==> config.mk <==
export PLATFORM = sky130hd
export DESIGN_NAME = wb_word_fifo_slave
export DESIGN_NICKNAME = d
export VERILOG_FILES = /design/src/rtl/wb_word_fifo_pkg.sv /design/src/rtl/sfifo_fwft.sv /design/src/rtl/wb_word_fifo_slave.sv
export SDC_FILE = /design/constraint.sdc
export NUM_CORES = 1
export LEC_CHECK = 0
export ABC_AREA = 0
export CAP_MARGIN = 40
export CORE_MARGIN = 5
export CORE_UTILIZATION = 59
export DETAILED_ROUTE_END_ITERATION = 7
export PLACE_DENSITY = 0.79
export SETUP_SLACK_MARGIN = 0.15
export SYNTH_ARGS = -nofsm -noshare
export SYNTH_HDL_FRONTEND = slang
export SYNTH_SLANG_ARGS = --single-unit
==> constraint.sdc <==
create_clock -name clk_i -period 3.6 [get_ports clk_i]
set_input_delay 0.54 -clock clk_i [delete_from_list [all_inputs] [get_ports clk_i]]
set_output_delay 0.54 -clock clk_i [all_outputs]
set_load 0.05 [all_outputs]
==> src/rtl/wb_word_fifo_pkg.sv <==
// Shared definitions for the Wishbone word FIFO slave:
// status word bit positions, select constant and a log2 helper.
package wb_word_fifo_pkg;

    localparam int ST_FULL    = 31;
    localparam int ST_EMPTY   = 30;
    localparam int ST_OVF     = 29;
    localparam int ST_LVL_MSB = 8;

    localparam logic [3:0] SEL_ALL = 4'b1111;

    // Ceiling log2, valid for value >= 1.
    function automatic int clog2(input int value);
        int r;
        r = 0;
        while ((1 << r) < value) begin
            r = r + 1;
        end
        return r;
    endfunction

endpackage

==> src/rtl/sfifo_fwft.sv <==
// Synchronous first-word-fall-through FIFO, async active-high reset.
// Ports: clk_i, rst_i; push_i/data_i write side; pop_i read side;
//        data_o head word, level_o current fill, level_nxt_o fill
//        after this edge, full_o, empty_o.
module sfifo_fwft
    import wb_word_fifo_pkg::*;
#(
    parameter  int DEPTH = 16,
    parameter  int WIDTH = 32,
    localparam int AW    = clog2(DEPTH),
    localparam int LW    = AW + 1
) (
    input  logic             clk_i,
    input  logic             rst_i,
    input  logic             push_i,
    input  logic [WIDTH-1:0] data_i,
    input  logic             pop_i,
    output logic [WIDTH-1:0] data_o,
    output logic [LW-1:0]    level_o,
    output logic [LW-1:0]    level_nxt_o,
    output logic             full_o,
    output logic             empty_o
);

    localparam logic [LW-1:0] FULL_LVL = LW'(DEPTH);

    logic [WIDTH-1:0] mem_q [DEPTH];
    logic [AW-1:0]    wptr_q, wptr_d;
    logic [AW-1:0]    rptr_q, rptr_d;
    logic [LW-1:0]    level_q, level_d;
    logic             do_push;
    logic             do_pop;

    assign full_o  = (level_q == FULL_LVL);
    assign empty_o = (level_q == '0);

    // Push is qualified by the registered level, so a full FIFO
    // refuses a write even when a pop happens in the same cycle.
    assign do_push = push_i & ~full_o;
    assign do_pop  = pop_i & ~empty_o;

    always_comb begin
        wptr_d  = wptr_q;
        rptr_d  = rptr_q;
        level_d = level_q;
        if (do_push) begin
            wptr_d = wptr_q + AW'(1);
        end
        if (do_pop) begin
            rptr_d = rptr_q + AW'(1);
        end
        unique case ({do_push, do_pop})
            2'b10:   level_d = level_q + LW'(1);
            2'b01:   level_d = level_q - LW'(1);
            default: level_d = level_q;
        endcase
    end

    always_ff @(posedge clk_i or posedge rst_i) begin
        if (rst_i) begin
            wptr_q  <= '0;
            rptr_q  <= '0;
            level_q <= '0;
        end else begin
            wptr_q  <= wptr_d;
            rptr_q  <= rptr_d;
            level_q <= level_d;
        end
    end

    // Storage needs no reset: level gates visibility of every entry.
    always_ff @(posedge clk_i) begin
        if (do_push) begin
            mem_q[wptr_q] <= data_i;
        end
    end

    assign data_o      = mem_q[rptr_q];
    assign level_o     = level_q;
    assign level_nxt_o = level_d;

endmodule

==> src/rtl/wb_word_fifo_slave.sv <==
// Pipelined Wishbone slave: writes push a word into a FWFT FIFO,
// reads return a status word; FIFO drains through a valid/ready stream.
// Ports: clk_i, rst_i; wb_* Wishbone slave side (no address);
//        tx_data_o/tx_valid_o/tx_ready_i output stream; irq_o fill irq.
module wb_word_fifo_slave
    import wb_word_fifo_pkg::*;
#(
    parameter int DEPTH  = 16,
    parameter int THRESH = 12
) (
    input  logic        clk_i,
    input  logic        rst_i,
    input  logic        wb_cyc_i,
    input  logic        wb_stb_i,
    input  logic [3:0]  wb_sel_i,
    input  logic        wb_we_i,
    input  logic [31:0] wb_dat_i,
    output logic        wb_ack_o,
    output logic        wb_err_o,
    output logic        wb_rty_o,
    output logic        wb_stall_o,
    output logic [31:0] wb_dat_o,
    output logic [31:0] tx_data_o,
    output logic        tx_valid_o,
    input  logic        tx_ready_i,
    output logic        irq_o
);

    localparam int LW = clog2(DEPTH) + 1;
    localparam int SW = ST_LVL_MSB + 1;

    localparam logic [LW-1:0] THRESH_L = LW'(THRESH);

    logic          ack_q, ack_d;
    logic          err_q, err_d;
    logic [31:0]   dat_q, dat_d;
    logic          ovf_q, ovf_d;
    logic          irq_q, irq_d;

    logic          acc;
    logic          wr_acc;
    logic          rd_acc;
    logic          sel_ok;
    logic          push;
    logic          wr_ovf;
    logic [31:0]   status;

    logic [31:0]   fifo_data;
    logic [LW-1:0] fifo_level;
    logic [LW-1:0] fifo_level_nxt;
    logic          fifo_full;
    logic          fifo_empty;

    sfifo_fwft #(
        .DEPTH (DEPTH),
        .WIDTH (32)
    ) u_fifo (
        .clk_i       (clk_i),
        .rst_i       (rst_i),
        .push_i      (push),
        .data_i      (wb_dat_i),
        .pop_i       (tx_ready_i),
        .data_o      (fifo_data),
        .level_o     (fifo_level),
        .level_nxt_o (fifo_level_nxt),
        .full_o      (fifo_full),
        .empty_o     (fifo_empty)
    );

    // A strobe still high during its own response cycle is not
    // accepted a second time.
    assign acc    = wb_cyc_i & wb_stb_i & ~ack_q & ~err_q;
    assign wr_acc = acc & wb_we_i;
    assign rd_acc = acc & ~wb_we_i;
    assign sel_ok = (wb_sel_i == SEL_ALL);
    assign push   = wr_acc & sel_ok & ~fifo_full;
    assign wr_ovf = wr_acc & sel_ok & fifo_full;

    always_comb begin
        status                 = '0;
        status[ST_FULL]        = fifo_full;
        status[ST_EMPTY]       = fifo_empty;
        status[ST_OVF]         = ovf_q;
        status[ST_LVL_MSB:0]   = SW'(fifo_level);
    end

    always_comb begin
        ack_d = push | rd_acc;
        err_d = wr_acc & ~push;
        dat_d = dat_q;
        ovf_d = ovf_q;
        irq_d = (fifo_level_nxt >= THRESH_L);
        if (rd_acc) begin
            dat_d = status;
            ovf_d = 1'b0;
        end
        // Setting wins over a same-cycle read clear.
        if (wr_ovf) begin
            ovf_d = 1'b1;
        end
    end

    always_ff @(posedge clk_i or posedge rst_i) begin
        if (rst_i) begin
            ack_q <= 1'b0;
            err_q <= 1'b0;
            dat_q <= '0;
            ovf_q <= 1'b0;
            irq_q <= 1'b0;
        end else begin
            ack_q <= ack_d;
            err_q <= err_d;
            dat_q <= dat_d;
            ovf_q <= ovf_d;
            irq_q <= irq_d;
        end
    end

    assign wb_ack_o   = ack_q;
    assign wb_err_o   = err_q;
    assign wb_rty_o   = 1'b0;
    assign wb_dat_o   = dat_q;
    assign wb_stall_o = wb_cyc_i & wb_stb_i & ~(ack_q | err_q);

    assign tx_data_o  = fifo_data;
    assign tx_valid_o = ~fifo_empty;
    assign irq_o      = irq_q;

endmodule

==> impl_metrics.json <==
{
  "cts_sinks": 537,
  "initial_core_util": 0.598,
  "cpPeakStageDelay_ns": 0.71,
  "cts-root-buf": "clkbuf_16",
  "vias_per_cell": 6.25,
  "most-common-layout-cells": "512 x edfxtp_1, 128 x mux4_2, 64 x a22oi_1",
  "status": "completed",
  "path_clk_slew_ns": 0.06,
  "worst_path_max_delay_cell": "clkdlybuf4s50_1",
  "p_int_mw": 12.3,
  "grt_max_degree": 56,
  "cts_max_level": 2,
  "num_vias": 9936,
  "dieArea_sq_um": 38900,
  "dp_hpwl_mm": 24.0,
  "relSlewSlack": 0.562,
  "first_iter_violations": 787,
  "pin_count": 112,
  "ys_types": 44,
  "netSwitchingFraction": 0.329,
  "timing.final.hold_violations": 0,
  "die_h_um": 197,
  "end_kind": "primary output",
  "cts_tree": "yes",
  "overflow": 0,
  "post_synth.cell_area_avg_sq_um": 21.8,
  "gp_congestion": 0.765,
  "switchingPower_mw": 6.01,
  "final_max_slew_viol_count": 0,
  "yosysSeqAreaShare": 0.774,
  "wl_mm": 43.3,
  "worstPathArrival_ns": 2.79,
  "skew_ns": 0.0183,
  "critPathRequiredTime_ns": 3.06,
  "p_comb_frac": 0.335,
  "clock_latency_ns": 0.59,
  "power_frac_seq": 0.390,
  "tightest_slew_ns": 0.655,
  "drc": 0,
  "path_cells": "buf_4, mux4_2, a22oi_1, nand2_1, clkdlybuf4s50_1",
  "ant_nets": 0,
  "grt_pass1_vias": 10495,
  "design_power_total_mw": 18.3,
  "hold_path.class": "input pin to async pin",
  "pwr-share-clk": 0.275,
  "critPathKind": "flip-flop to primary output",
  "synth-edff-count": 512,
  "rows": 68,
  "layout_commonest_cell": "edfxtp_1",
  "ys_warn_count": 0,
  "drive_above_1_share": 0.265,
  "power.density_nw_per_um2": 761,
  "rsz0062_at_grt": "no",
  "period_share": 0.926,
  "fin_crit_ns": 3.33,
  "finalSetupViolations": 0,
  "fillCellCount": 2062,
  "grt_use_total": 0.227,
  "cp.buffers_inverters": 2,
  "numCtsBuffers": 51,
  "fmax_mhz": 300,
  "firstDrtPassIters": 5,
  "antenna_found_initial": 1,
  "wire_per_inst_um": 27.2,
  "setup-tns-final_ns": 0,
  "area_growth_syn_to_layout_pct": 16.2,
  "ys_ff_latch": 537,
  "grt_pass1_wl_mm": 65.1,
  "crit_family": "buffers and inverters",
  "worstPathMaxFanout": 6,
  "coreArea_sq_um": 34500,
  "peakVddDrop_uv": 828,
  "startpoint_type": "flip-flop",
  "num_antenna_cells": 0,
  "nNetsFinal": 1145,
  "leakagePower_nw": 7.93,
  "drv_cap": 0,
  "clockBufferDepth": 3,
  "ys_async_sr_fraction": 0.0466,
  "cts_hold_buf": 0,
  "fp.dieW_um": 197,
  "dominantRegCellSynth": "edfxtp_1",
  "port_buffers": 86,
  "syn_inst": 947,
  "synthesis.area_sq_um": 20700
}
[routing by layer]
| layer | wire (um) | track usage | part of all wire | vias to the layer above |
|---|---|---|---|---|
| li1 | - | - | - | 4205 |
| met1 | 16500 | 0.308 | 0.38 | 5231 |
| met3 | 3190 | 0.0403 | 0.074 | 74 |
| met5 | 11 | 0 | 0.00025 | - |
| met2 | 22500 | 0.384 | 0.52 | 424 |
| met4 | 1050 | 0.0727 | 0.024 | 2 |
[per-stage QoR]
stage | utilization | cell area (sq um) | hold slack (ns) | setup WS [ns] | cells
2_1_floorplan | - | 20800 | 0.462 | 0.553 | 971
4_1_cts | 0.695 | 24000 | 0.193 | 0.157 | 1589
3_5_place_dp | 0.648 | 22400 | 0.470 | 0.447 | 1487
5_1_grt | 0.695 | 24000 | 0.236 | 0.162 | 1589
3_3_place_gp | 0.647 | 22300 | 0.463 | 0.528 | 1486
6_report | 0.695 | 24000 | 0.213 | 0.266 | 1589
[path summary, 6_finish.rpt]
kind	start	endpoint	slack, ns	depth (start not counted)
min in group clk_i	wb_dat_o[31]$_DFFE_PP0P_	wb_dat_o[31]$_DFFE_PP0P_	0.48	2
max reg2reg	u_fifo.level_o[0]$_DFF_PP0_	irq_o$_DFF_PP0_	0.54	9
min	rst_i	u_fifo.rptr_q[3]$_DFFE_PP0P_	0.21	2
max	u_fifo.rptr_q[0]$_DFFE_PP0P_	tx_data_o[2]	0.27	5
min reg2reg	wb_dat_o[31]$_DFFE_PP0P_	wb_dat_o[31]$_DFFE_PP0P_	0.48	2
max in group asynchronous	rst_i	u_fifo.wptr_q[1]$_DFFE_PP0P_	2.96	3
[power by group through the flow]
stage / Clock [mW] / Combinational, mW / Sequential, mW
floorplan: 0 / 4.32 / 7.27
global placement: 0 / 5.98 / 7.29
detailed placement: 0 / 6.08 / 7.30
CTS: 5.10 / 6.20 / 7.13
global route: 5.39 / 6.53 / 7.15
finish: 5.02 / 6.12 / 7.14
[kinds of logic (layout without fill, tap and decap cells)]
logic type / Yosys count / after routing / synth area share
and+or+nand+nor: 96 / 96 / 0.0231
buffers and inverters: 81 / 244 / 0.0206
other: 1 / 25 / 0.000181
xor gates and xnor gates: 7 / 7 / 0.00297
AOI/OAI and AO/OA: 81 / 81 / 0.0297
muxes: 134 / 134 / 0.143
DFF: 537 / 537 / 0.774
adders and majority gates: 10 / 10 / 0.00642
[state kept, by name, summed over array words and instances, names as in the netlist]
register,cells
u_fifo.mem_q,512
wb_dat_o,8
u_fifo.level_o,5
u_fifo.rptr_q,4
u_fifo.wptr_q,4
irq_o,1
ovf_q,1
wb_ack_o,1
wb_err_o,1
[Yosys cell counts (all sizes together) (2+ instances only)]
cell type | number | area, sq um
and3 | 6 | 37.5
nor3b | 2 | 15.0
nand2 | 46 | 173
ha | 9 | 113
dfrtp | 25 | 626
mux2i | 2 | 20.0
and2 | 13 | 81.3
a22oi | 64 | 480
mux4 | 128 | 2880
nor2b | 4 | 25.0
nand3 | 3 | 15.0
edfxtp | 512 | 15400
buf | 43 | 284
xnor2 | 6 | 52.6
clkbuf | 28 | 105
nand4 | 2 | 12.5
nor2 | 5 | 18.8
nor3 | 6 | 30.0
mux2 | 4 | 45.0
a21o | 2 | 15.0
o21ai | 7 | 35.0
or4 | 2 | 18.8
inv | 10 | 37.5
[worst register-to-register path, delay by kind of cell, from the launching register on]
family,cells,cell delay (ns)
simple gates,3,0.95
flops,1,0.43
buf+inv,1,0.12
compound gates,2,0.43
fa+ha+maj,2,0.79
mux,1,0.22
[cell type report]
class / count / area, sq um / area share
Clock inverter: 28 / 231 / 0.00964
Multi-Input combinational cell: 353 / 4370 / 0.182
Inverter: 10 / 37.5 / 0.00156
Clock buffer: 66 / 1330 / 0.0555
Sequential cell: 537 / 16000 / 0.666
Tap cell: 455 / 569 / 0.0237
Timing Repair Buffer: 140 / 1470 / 0.0612
[timing repair]
action,CTS,global route
gates resized for setup,10,3
endpoints found under the setup margin,26,9
buffers inserted,8,0
gates cloned,0,0
(Power assumes the default switching activity.)
